--- src/rtl/vsg_pkg.sv ---
// Shared types and sizing for the vector sweep generator.
// Holds the sweep FSM encoding and the response slot insertion helper.
// No timing behaviour of its own.
package vsg_pkg;

    localparam int NUM_VECTORS = 8;
    localparam int VEC_W       = 3;
    localparam int RESP_W      = 16;

    typedef enum logic [1:0] {
        IDLE,
        DRIVE,
        SAMPLE,
        DONE
    } state_t;

    // Two response bits per vector, vector n lives at bits [2n+1:2n].
    function automatic logic [RESP_W-1:0] resp_insert(
        input logic [RESP_W-1:0] r,
        input logic [VEC_W-1:0]  idx,
        input logic [1:0]        v
    );
        logic [RESP_W-1:0] t;
        t = r;
        t[{idx, 1'b0} +: 2] = v;
        return t;
    endfunction

endpackage

--- src/rtl/vsg_hold_timer.sv ---
// Hold timer: counts DRIVE cycles 0..HOLD_CYCLES-1 and flags the last one.
// Latency: expire is combinational on the count, asserted in the final hold cycle.
// No backpressure: load wins over enable, count returns to 0 after expiry.
module vsg_hold_timer #(
    parameter int HOLD_CYCLES = 1
) (
    input  logic clk,
    input  logic rst_n,
    input  logic load,
    input  logic enable,
    output logic expire
);

    localparam int CNT_W = $clog2(HOLD_CYCLES + 1);
    localparam logic [CNT_W-1:0] LAST = CNT_W'(HOLD_CYCLES - 1);

    logic [CNT_W-1:0] cnt;

    assign expire = enable && (cnt == LAST);

    always_ff @(posedge clk or negedge rst_n) begin
        if (!rst_n) begin
            cnt <= '0;
        end else if (load) begin
            cnt <= '0;
        end else if (enable) begin
            cnt <= expire ? '0 : cnt + CNT_W'(1);
        end
    end

endmodule

--- src/rtl/vector_sweep_gen.sv ---
// Sweeps 3-bit vectors 0..7 into a combinational stage and captures 2-bit responses.
// Latency: done pulses 8*(HOLD_CYCLES+1) cycles after start; optional VSG_CHECK_EN compares resp.
// No backpressure: start is only sampled in IDLE and never queued.
module vector_sweep_gen
    import vsg_pkg::*;
#(
    parameter int HOLD_CYCLES = 1
) (
    input  logic              clk,
    input  logic              rst_n,
    input  logic              start,
    output logic              in_1,
    output logic              in_2,
    output logic              in_3,
    input  logic              out_1,
    input  logic              out_2,
    output logic              busy,
    output logic              done,
    output logic [VEC_W-1:0]  vec_idx,
`ifdef VSG_CHECK_EN
    output logic [RESP_W-1:0] resp,
    input  logic [RESP_W-1:0] expected,
    output logic              mismatch
`else
    output logic [RESP_W-1:0] resp
`endif
);

    localparam logic [VEC_W-1:0] LAST_VEC = VEC_W'(NUM_VECTORS - 1);

    state_t            state;
    logic [VEC_W-1:0]  in_vec;
    logic              tmr_load;
    logic              tmr_en;
    logic              tmr_expire;
    logic [RESP_W-1:0] resp_cap;

    assign {in_3, in_2, in_1} = in_vec;

    assign tmr_load = ((state == IDLE) && start) || (state == SAMPLE);
    assign tmr_en   = (state == DRIVE);
    assign resp_cap = resp_insert(resp, vec_idx, {out_2, out_1});

    vsg_hold_timer #(
        .HOLD_CYCLES(HOLD_CYCLES)
    ) u_hold_timer (
        .clk    (clk),
        .rst_n  (rst_n),
        .load   (tmr_load),
        .enable (tmr_en),
        .expire (tmr_expire)
    );

    always_ff @(posedge clk or negedge rst_n) begin
        if (!rst_n) begin
            state   <= IDLE;
            vec_idx <= '0;
            in_vec  <= '0;
            busy    <= 1'b0;
            done    <= 1'b0;
            resp    <= '0;
        end else begin
            case (state)
                IDLE: begin
                    if (start) begin
                        resp    <= '0;
                        vec_idx <= '0;
                        in_vec  <= '0;
                        busy    <= 1'b1;
                        state   <= DRIVE;
                    end
                end
                DRIVE: begin
                    if (tmr_expire) begin
                        state <= SAMPLE;
                    end
                end
                SAMPLE: begin
                    resp <= resp_cap;
                    if (vec_idx == LAST_VEC) begin
                        in_vec <= '0;
                        busy   <= 1'b0;
                        done   <= 1'b1;
                        state  <= DONE;
                    end else begin
                        vec_idx <= vec_idx + VEC_W'(1);
                        in_vec  <= vec_idx + VEC_W'(1);
                        state   <= DRIVE;
                    end
                end
                DONE: begin
                    done  <= 1'b0;
                    state <= IDLE;
                end
                default: begin
                    state <= IDLE;
                end
            endcase
        end
    end

`ifdef VSG_CHECK_EN
    // Compare against the final capture so the flag is valid in the DONE cycle itself.
    always_ff @(posedge clk or negedge rst_n) begin
        if (!rst_n) begin
            mismatch <= 1'b0;
        end else if ((state == IDLE) && start) begin
            mismatch <= 1'b0;
        end else if ((state == SAMPLE) && (vec_idx == LAST_VEC)) begin
            mismatch <= (resp_cap != expected);
        end
    end
`endif

endmodule

--- config.mk ---
export PLATFORM = sky130hd
export DESIGN_NAME = vector_sweep_gen
export DESIGN_NICKNAME = d
export VERILOG_FILES = /design/src/rtl/vsg_pkg.sv /design/src/rtl/vsg_hold_timer.sv /design/src/rtl/vector_sweep_gen.sv
export SDC_FILE = /design/constraint.sdc
export NUM_CORES = 1
export LEC_CHECK = 0
export CAP_MARGIN = 20
export CORE_MARGIN = 10
export CORE_UTILIZATION = 43
export DETAILED_ROUTE_END_ITERATION = 6
export MAX_ROUTING_LAYER = met4
export PLACE_DENSITY = 0.7
export SYNTH_ARGS = -nofsm -noshare
export SYNTH_HDL_FRONTEND = slang
export SYNTH_SLANG_ARGS = --single-unit
export TNS_END_PERCENT = 100
--- constraint.sdc ---
create_clock -name clk -period 2.6 [get_ports clk]
set_input_delay 0.26 -clock clk [delete_from_list [all_inputs] [get_ports clk]]
set_output_delay 0.26 -clock clk [all_outputs]
set_load 0.005 [all_outputs]
==> results.txt, run 1 <==
The initial antenna violation count came out at 0. In this design, the stage delay of the slowest critical-path cell is 0.55 ns. The number of logic stages on the critical path including buffering is 6. The post-CTS setup buffer count came out at 0. In the final layout, the share of cells above drive strength 1 is 6.25%. In this run, the number of DRC markers left after iteration 0 of detailed routing was 45. The number of top-level pins is 29. The peak ir drop on the vdd network came out at 387 µV. The number of antenna repair diodes came out at 0.

The wire length per cell came out at 15.8 µm. For this run, design rule violations remaining after detail routing come to 0. The wire-length estimate of the detail-placed layout is approximately 2100 µm. The final estimated routing congestion in global placement is 0.839. The via total after detailed routing came out at ~950.

The average vias per placed instance came out at roughly 5.4. The final antenna-violating net count came out at 0. The post-synthesis adder-cell area fraction came out at 4.80%. The clock tree from TritonCTS is yes.

The post-route fraction of the period consumed by the critical path came out at 79.8%. The horizontal die dimension is 75.1 µm. After Yosys synthesis, and, or, nand and nor cells account for ~17% of the synthesized area. Summed over all instances, the cell type with the most area after synthesis is dfrtp_1. Setup repair after global routing left no endpoint under its margin. After synthesis, the largest family of logic cells by area is simple AND/OR/NAND/NOR gates.

The hold buffer count at CTS came out at 0. The cell family with the largest share of critical-path delay is simple AND/OR/NAND/NOR gates. The number of global-route vias before repair is roughly 960. The final net count is 155. Once the floorplan was initialized, standard cells occupied a little under half of the core. The count of flip-flops with a built-in enable after synthesis came out at 0.

The post-detailed-routing wire length came out at between 2000 and 3000 µm. The total track usage is between 10% and 20%. The min-delay analysis places its worst path in the category in -> async.

The maximum clock frequency came out at 482 MHz. Synthesis inferred 27 register bits. The area of the core region is 2830 µm². For this run, asynchronously set or reset flops after synthesis account for between 90% and 100%. The number of port buffers came out at 28. Measured in cells, the most critical reg-to-reg path has a length of 6. Measured against its own limit, the worst slew margin works out to 63.2%. The H-tree level count is 1. Synthesis handed over a netlist of 117 instances. The startpoint identified for the worst register-to-register timing path is vec_idx[1]. The synthesis warning total is 0. The count of distinct cell types in the synthesized netlist came out at 28.

The endpoint identified for the worst register-to-register timing path is resp[9]. For the worst setup path, the data required time is 2.85 ns. Tracing the worst setup path back leads to its startpoint at vec_idx[1].

Relative to the synthesized area, the layout overhead comes to 25.0%. The share of synthesized area occupied by flip-flops and latches is 51.8%. STA puts the critical path data arrival time at 2.32 ns. The area enclosed by the die boundary is approximately 5600 µm². In this run, post-CTS repair resized a total of 0 instances.

The worst-case clock buffer depth is 2. The sum of buffers and inverters on the critical path is 1. The run finished with clean final reports. The most repeated library cell on the critical path is ha_1.

The site row count is 19. The first global-routing pass estimated between 4000 and 5000 µm of wire. The analysis attributes to cell leakage a power of 0.742 nW. STA classifies the critical path endpoint as a flop. The number of failing setup endpoints in the final timing report came out at 0. In this run the clock root is driven by a clkbuf_4.

By area the synthesized netlist is led by dfrtp_1 (52%), mux2i_1 (12%), nand2_1 (4.9%), ha_1 (4.8%), a22o_1 (4.7%). Summing the areas of all compound-gate instances in the mapped netlist gives 9.69% of the synthesized area. The die boundary height came out at 75.1 µm. The areal power density over the cells is 818 nW/µm². The number of hold violations in the final report is 0. The max-cap violation count is 0. The slew at the pin closest to its max-slew limit is 0.545 ns. The startpoint-to-endpoint class of the critical path is reg -> reg.

The worst setup path is launched from a flop. The most used flip-flop cell after synthesis is dfrtp_1. In this run the worst path has a maximum fanout of 6. The area of the mapped netlist came out at between 1000 and 1500 µm². The slowest stage of the critical path belongs to the cell or4b_4.

The signal on the critical path passes through inv_1, ha_1, ha_1, or4b_4, nor4b_4, mux2i_1. The minimum setup slack among reg-to-reg paths came out at 0.53 ns. The total global routing overflow is 0. The multiplexer fraction of the synthesized cell area came out at 12.3%.

Averaged over all synthesized cells, the footprint is 11.1 µm². The post-route worst hold slack is 0.290 ns. The CTS buffer count is 3. Following the worst setup path forward leads to its endpoint at resp[9].

The max-slew violation total from the final report is 0. The fraction of post-synthesis cell area in the top cell type by area came out at 51.8%. The area share of xor/xnor cells in the synthesized design came out at 0%. The clock drives 27 sinks.

Clock-pin slew was measured on the worst setup and hold paths at 0.14 ns. Clock latency on the worst-skew pair, taken at its later pin, is 0.32 ns. The maximum clock skew at final layout is 0.00200 ns. The clock period could shrink to roughly 2.1 ns. For this run, the detailed router's first-pass iteration total came to 2. The summed negative setup slack over all endpoints came out at 0 ns. The number of nets produced by synthesis came out at 127.

The pin count of the biggest net entering global routing came out at 28.
## synthesized netlist by cell type (4+ instances only)
master / instances
dfrtp_1: 27
nand2_1: 17
mux2i_1: 16
a22o_1: 7
inv_1: 7
a21oi_1: 5
clkbuf_1: 5
ha_1: 5
nor2_1: 4
## routing by layer
metal | part of all wire, % | wire length, µm | GRT usage, %
met3 | 3.6 | 101 | 2.63
met1 | 44 | 1210 | 12.0
met4 | 1.5 | 41 | 4.41
met5 | 0 | 0 | -
met2 | 51 | 1420 | 19.3
## sequential cells by signal, summed over array words and instances (netlist names)
| name | count |
|---|---|
| vec_idx | 3 |
| resp | 16 |
| state | 2 |
| busy | 1 |
| done | 1 |
| in_vec | 3 |
| u_hold_timer.cnt | 1 |
## power by group
group / switching (W) / internal (W)
sequential: 0.000100 / 0.000499
combinational: 0.000263 / 0.000292
clock: 0.000118 / 0.0000600
total: 0.000481 / 0.000851
## cell type report
cell class	count	area (µm²)
Multi-Input combinational cell	76	567
Tap cell	31	38.8
Fill cell	247	1200
Sequential cell	27	676
Timing Repair Buffer	30	295
Inverter	7	26.3
Clock buffer	4	26.3
## logic make-up after synthesis
group	Yosys count
AOI/OAI and AO/OA	18
adders and majority gates	5
buffers and inverters	14
DFF	27
muxes	16
and+or+nand+nor	37
## worst register-to-register path: cells and delay by family, from the launching register on
kind                     cells  cell delay [ns]
multiplexers                 1             0.24
AND/OR/NAND/NOR              2             0.84
flip-flops                   1             0.46
adder cells (fa/ha/maj)      2             0.40
buffers and inverters        1             0.07
## cells in the final DEF, fill, tap and decap left out, types with 3 or more instances in the layout
cell	n
nand2_1	17
dfrtp_1	27
clkbuf_4	3
a21oi_1	5
ha_1	5
mux2i_1	16
inv_1	7
nor2_1	4
a22o_1	7
clkdlybuf4s50_1	28
## worst min path at each step
stage	endpoint
floorplan	busy
global placement	state[1]
detailed placement	state[1]
CTS	resp[3]
global route	resp[3]
finish	resp[3]
## per-stage QoR
| step | utilization [%] | setup WS, ns | power [W] | area [µm²] | instances |
|---|---|---|---|---|---|
| floorplan | - | 0.296 | 0.000951 | 1300 | 117 |
| global placement | 56.7 | 0.594 | 0.00115 | 1600 | 171 |
| detailed placement | 56.7 | 0.544 | 0.00117 | 1600 | 171 |
| CTS | 57.6 | 0.512 | 0.00135 | 1630 | 175 |
| global route | 57.6 | 0.319 | 0.00144 | 1630 | 175 |
| finish | 57.6 | 0.526 | 0.00133 | 1630 | 175 |
Note: power is estimated with default switching activity, not from simulation.
==> run 2, diff against run 1 <==
--- a/config.mk
+++ b/config.mk
@@ -10,7 +10,7 @@
 export CORE_UTILIZATION = 43
 export DETAILED_ROUTE_END_ITERATION = 6
 export MAX_ROUTING_LAYER = met4
-export PLACE_DENSITY = 0.7
+export PLACE_DENSITY = 0.73
 export SYNTH_ARGS = -nofsm -noshare
 export SYNTH_HDL_FRONTEND = slang
 export SYNTH_SLANG_ARGS = --single-unit
==> constraint.sdc (replaced) <==
create_clock -name clk -period 1.9 [get_ports clk]
set_input_delay 0.19 -clock clk [delete_from_list [all_inputs] [get_ports clk]]
set_output_delay 0.19 -clock clk [all_outputs]
set_load 0.005 [all_outputs]
==> results.txt, run 2 (synthesis results as in run 1) <==
The run finished, with violations left. The final reports fail on negative setup slack. The summed negative setup slack over all endpoints came out at -0.231 ns. The total of fill cells in the finished design came out at ~240. The longest individual stage delay on the worst path is 0.56 ns.

The H-tree level count came out at 1. The number of hold violations in the final report came out at 0. The number of failing setup endpoints in the final timing report is 4.

The site row count is 19. The via total after detailed routing came out at ~1000. The setup slack of the critical path after layout came out at -0.0777 ns.

In the final layout, the registers with the most flip-flops are resp x16, in_vec x3, vec_idx x3. The maximum clock frequency is 506 MHz. The post-route fraction of the period consumed by the critical path came out at 104%. The category of the worst setup path launch point is a flop.

The min-delay analysis places its worst path in the category in -> async. The flip-flop count of the largest register after layout is 16. The number of port buffers is 28. The slew at the pin closest to its max-slew limit came out at 0.442 ns. The area of the core region came out at approximately 2800 µm².

The cell area after layout is 1740 µm². The total track usage is 11.4%. The top register by number of flip-flops is resp.

For this run, design rule violations remaining after detail routing come to 0. The post-placement worst setup slack is -0.0704 ns. The max-slew violation total from the final report was 0. The die is 75.1 µm tall. In the layout the commonest cells are clkdlybuf4s50_1 (28), dfrtp_1 (27), nand2_1 (17). The wire length per cell came out at about 17 µm. The kind of cell with the highest combined delay along the critical path is simple AND/OR/NAND/NOR gates. The most repeated library cell on the critical path is ha_4.

Walking the worst path, the cells encountered are inv_4, ha_4, ha_4, or4b_4, or3_4, mux2i_2. In this run the static leakage power is 0.790 nW. The number of global-route vias before repair is 996. The maximum net fanout on the critical path came out at 3. The post-route worst hold slack is 0.221 ns. STA puts the critical path data arrival time at 2.19 ns. The sum of buffers and inverters on the critical path is 1. STA puts the critical path data required time at 2.11 ns. The relative area change from synthesis to final layout came out at 33.4%. The relative max-transition margin came out at 70.4%. Among all stages on the critical path, the largest delay is contributed by or4b_4. The hold buffer count at CTS is 0. Once the floorplan was initialized, standard cells occupied 46.1% of the core. In this run the register-to-register setup slack is -0.08 ns. Summed over all nets, the half-perimeter wirelength after detailed placement is 2280 µm. The final layout contains routed wiring with a total length of 3040 µm. In this run the count of I/O pins placed on the die edge is 29. The maximum clock skew at final layout is 0.00373 ns. The area enclosed by the die boundary is around 5600 µm².

The first-pass iteration count of the detailed router is 4. The pin count of the biggest net entering global routing is 28. TritonCTS built the clock tree. The library cell used most frequently in the layout, excluding fill and tap cells, is clkdlybuf4s50_1. Dividing the detail-routed via count by the number of cells gives around 5.4.

The standard cell area after detailed placement came out at about 1700 µm². The worst-case clock buffer depth came out at 2. The CTS buffer count is 3. The clock sink count is 27. Once detail routing completed, the nets flagged for antenna violations numbered 0. Setup repair after global routing could not meet its margin everywhere. The clock latency on the worst-skew pair came out at 0.32 ns. The total global routing overflow is 0.

The global-route wire length before repair came out at roughly 4800 µm. The peak ir drop on the vdd network came out at 669 µV. The startpoint-to-endpoint class of the critical path is reg -> reg. The clock-pin slew on the worst setup and hold paths came out at 0.14 ns.

The final layout contains 164 nets. The max-cap violation count came out at 0. The number of antenna diodes in the final layout is 0. The die is 75.1 µm wide.

At the end of routability-driven placement, the weighted congestion stood at 0.778. The post-route minimum period came out at 1.98 ns. The initial antenna violation count came out at 0.

The violation count after the first detailed-routing iteration is 31. The share of layout cells above drive strength 1 is 16.3%. The worst setup path is captured at a flop. The tree is rooted in a clkbuf_4. The areal power density over the cells came out at 1180 nW/µm².
-- run 2: cell type report --
| type | count | area [µm²] | share of cell area (%) |
|---|---|---|---|
| inverters | 7 | 28.8 | 1.65 |
| clock buffers | 3 | 22.5 | 1.29 |
| multi-input cells | 76 | 606 | 34.8 |
| flip-flops and latches | 27 | 676 | 38.8 |
| well taps | 31 | 38.8 | 2.23 |
| repair buffers | 39 | 363 | 20.9 |
| clock inverters | 1 | 5.00 | 0.288 |
-- run 2: final timing paths --
check | from | end | depth (start not counted)
min in group clk | u_hold_timer.cnt | state[1] | 1
worst min register to register | u_hold_timer.cnt | state[1] | 1
worst min-delay path | rst_n | resp[12] | 2
worst max register to register | vec_idx[0] | resp[14] | 6
worst max-delay path | vec_idx[0] | resp[14] | 6
max in group asynchronous | rst_n | resp[5] | 2
-- run 2: power breakdown --
| part | total [W] | internal (W) | leakage (nW) | switching, W |
|---|---|---|---|---|
| logic | 0.00104 | 0.000543 | 0.409 | 0.000497 |
| clock network | 0.000248 | 0.0000789 | 0.0177 | 0.000169 |
| registers | 0.000765 | 0.000684 | 0.364 | 0.0000815 |
| total | 0.00205 | 0.00131 | 0.790 | 0.000748 |
-- run 2: layer usage --
metal | vias to the layer above | global-route usage, % | routed length [µm]
li1 | 478 | - | -
met1 | 495 | 12.2 | 1300
met2 | 22 | 19.7 | 1610
met3 | 4 | 2.50 | 105
met4 | 0 | 5.04 | 25
met5 | - | - | 0
-- run 2: through the flow --
stage               total power (W)  util, %  std cells
global placement            0.00171     59.5        178
finish                      0.00205     61.5        184
global route                0.00219     61.5        184
CTS                         0.00204     61.0        184
floorplan                   0.00137        -        117
detailed placement          0.00177     59.5        178
-- run 2: what timing repair did --
| item | in CTS | in global routing |
|---|---|---|
| resized for setup | 0 | 3 |
| setup buffers | 2 | 0 |
| setup endpoints to repair | 4 | 9 |
| pin swaps | 1 | 0 |
| hold endpoints to repair | 0 | 0 |
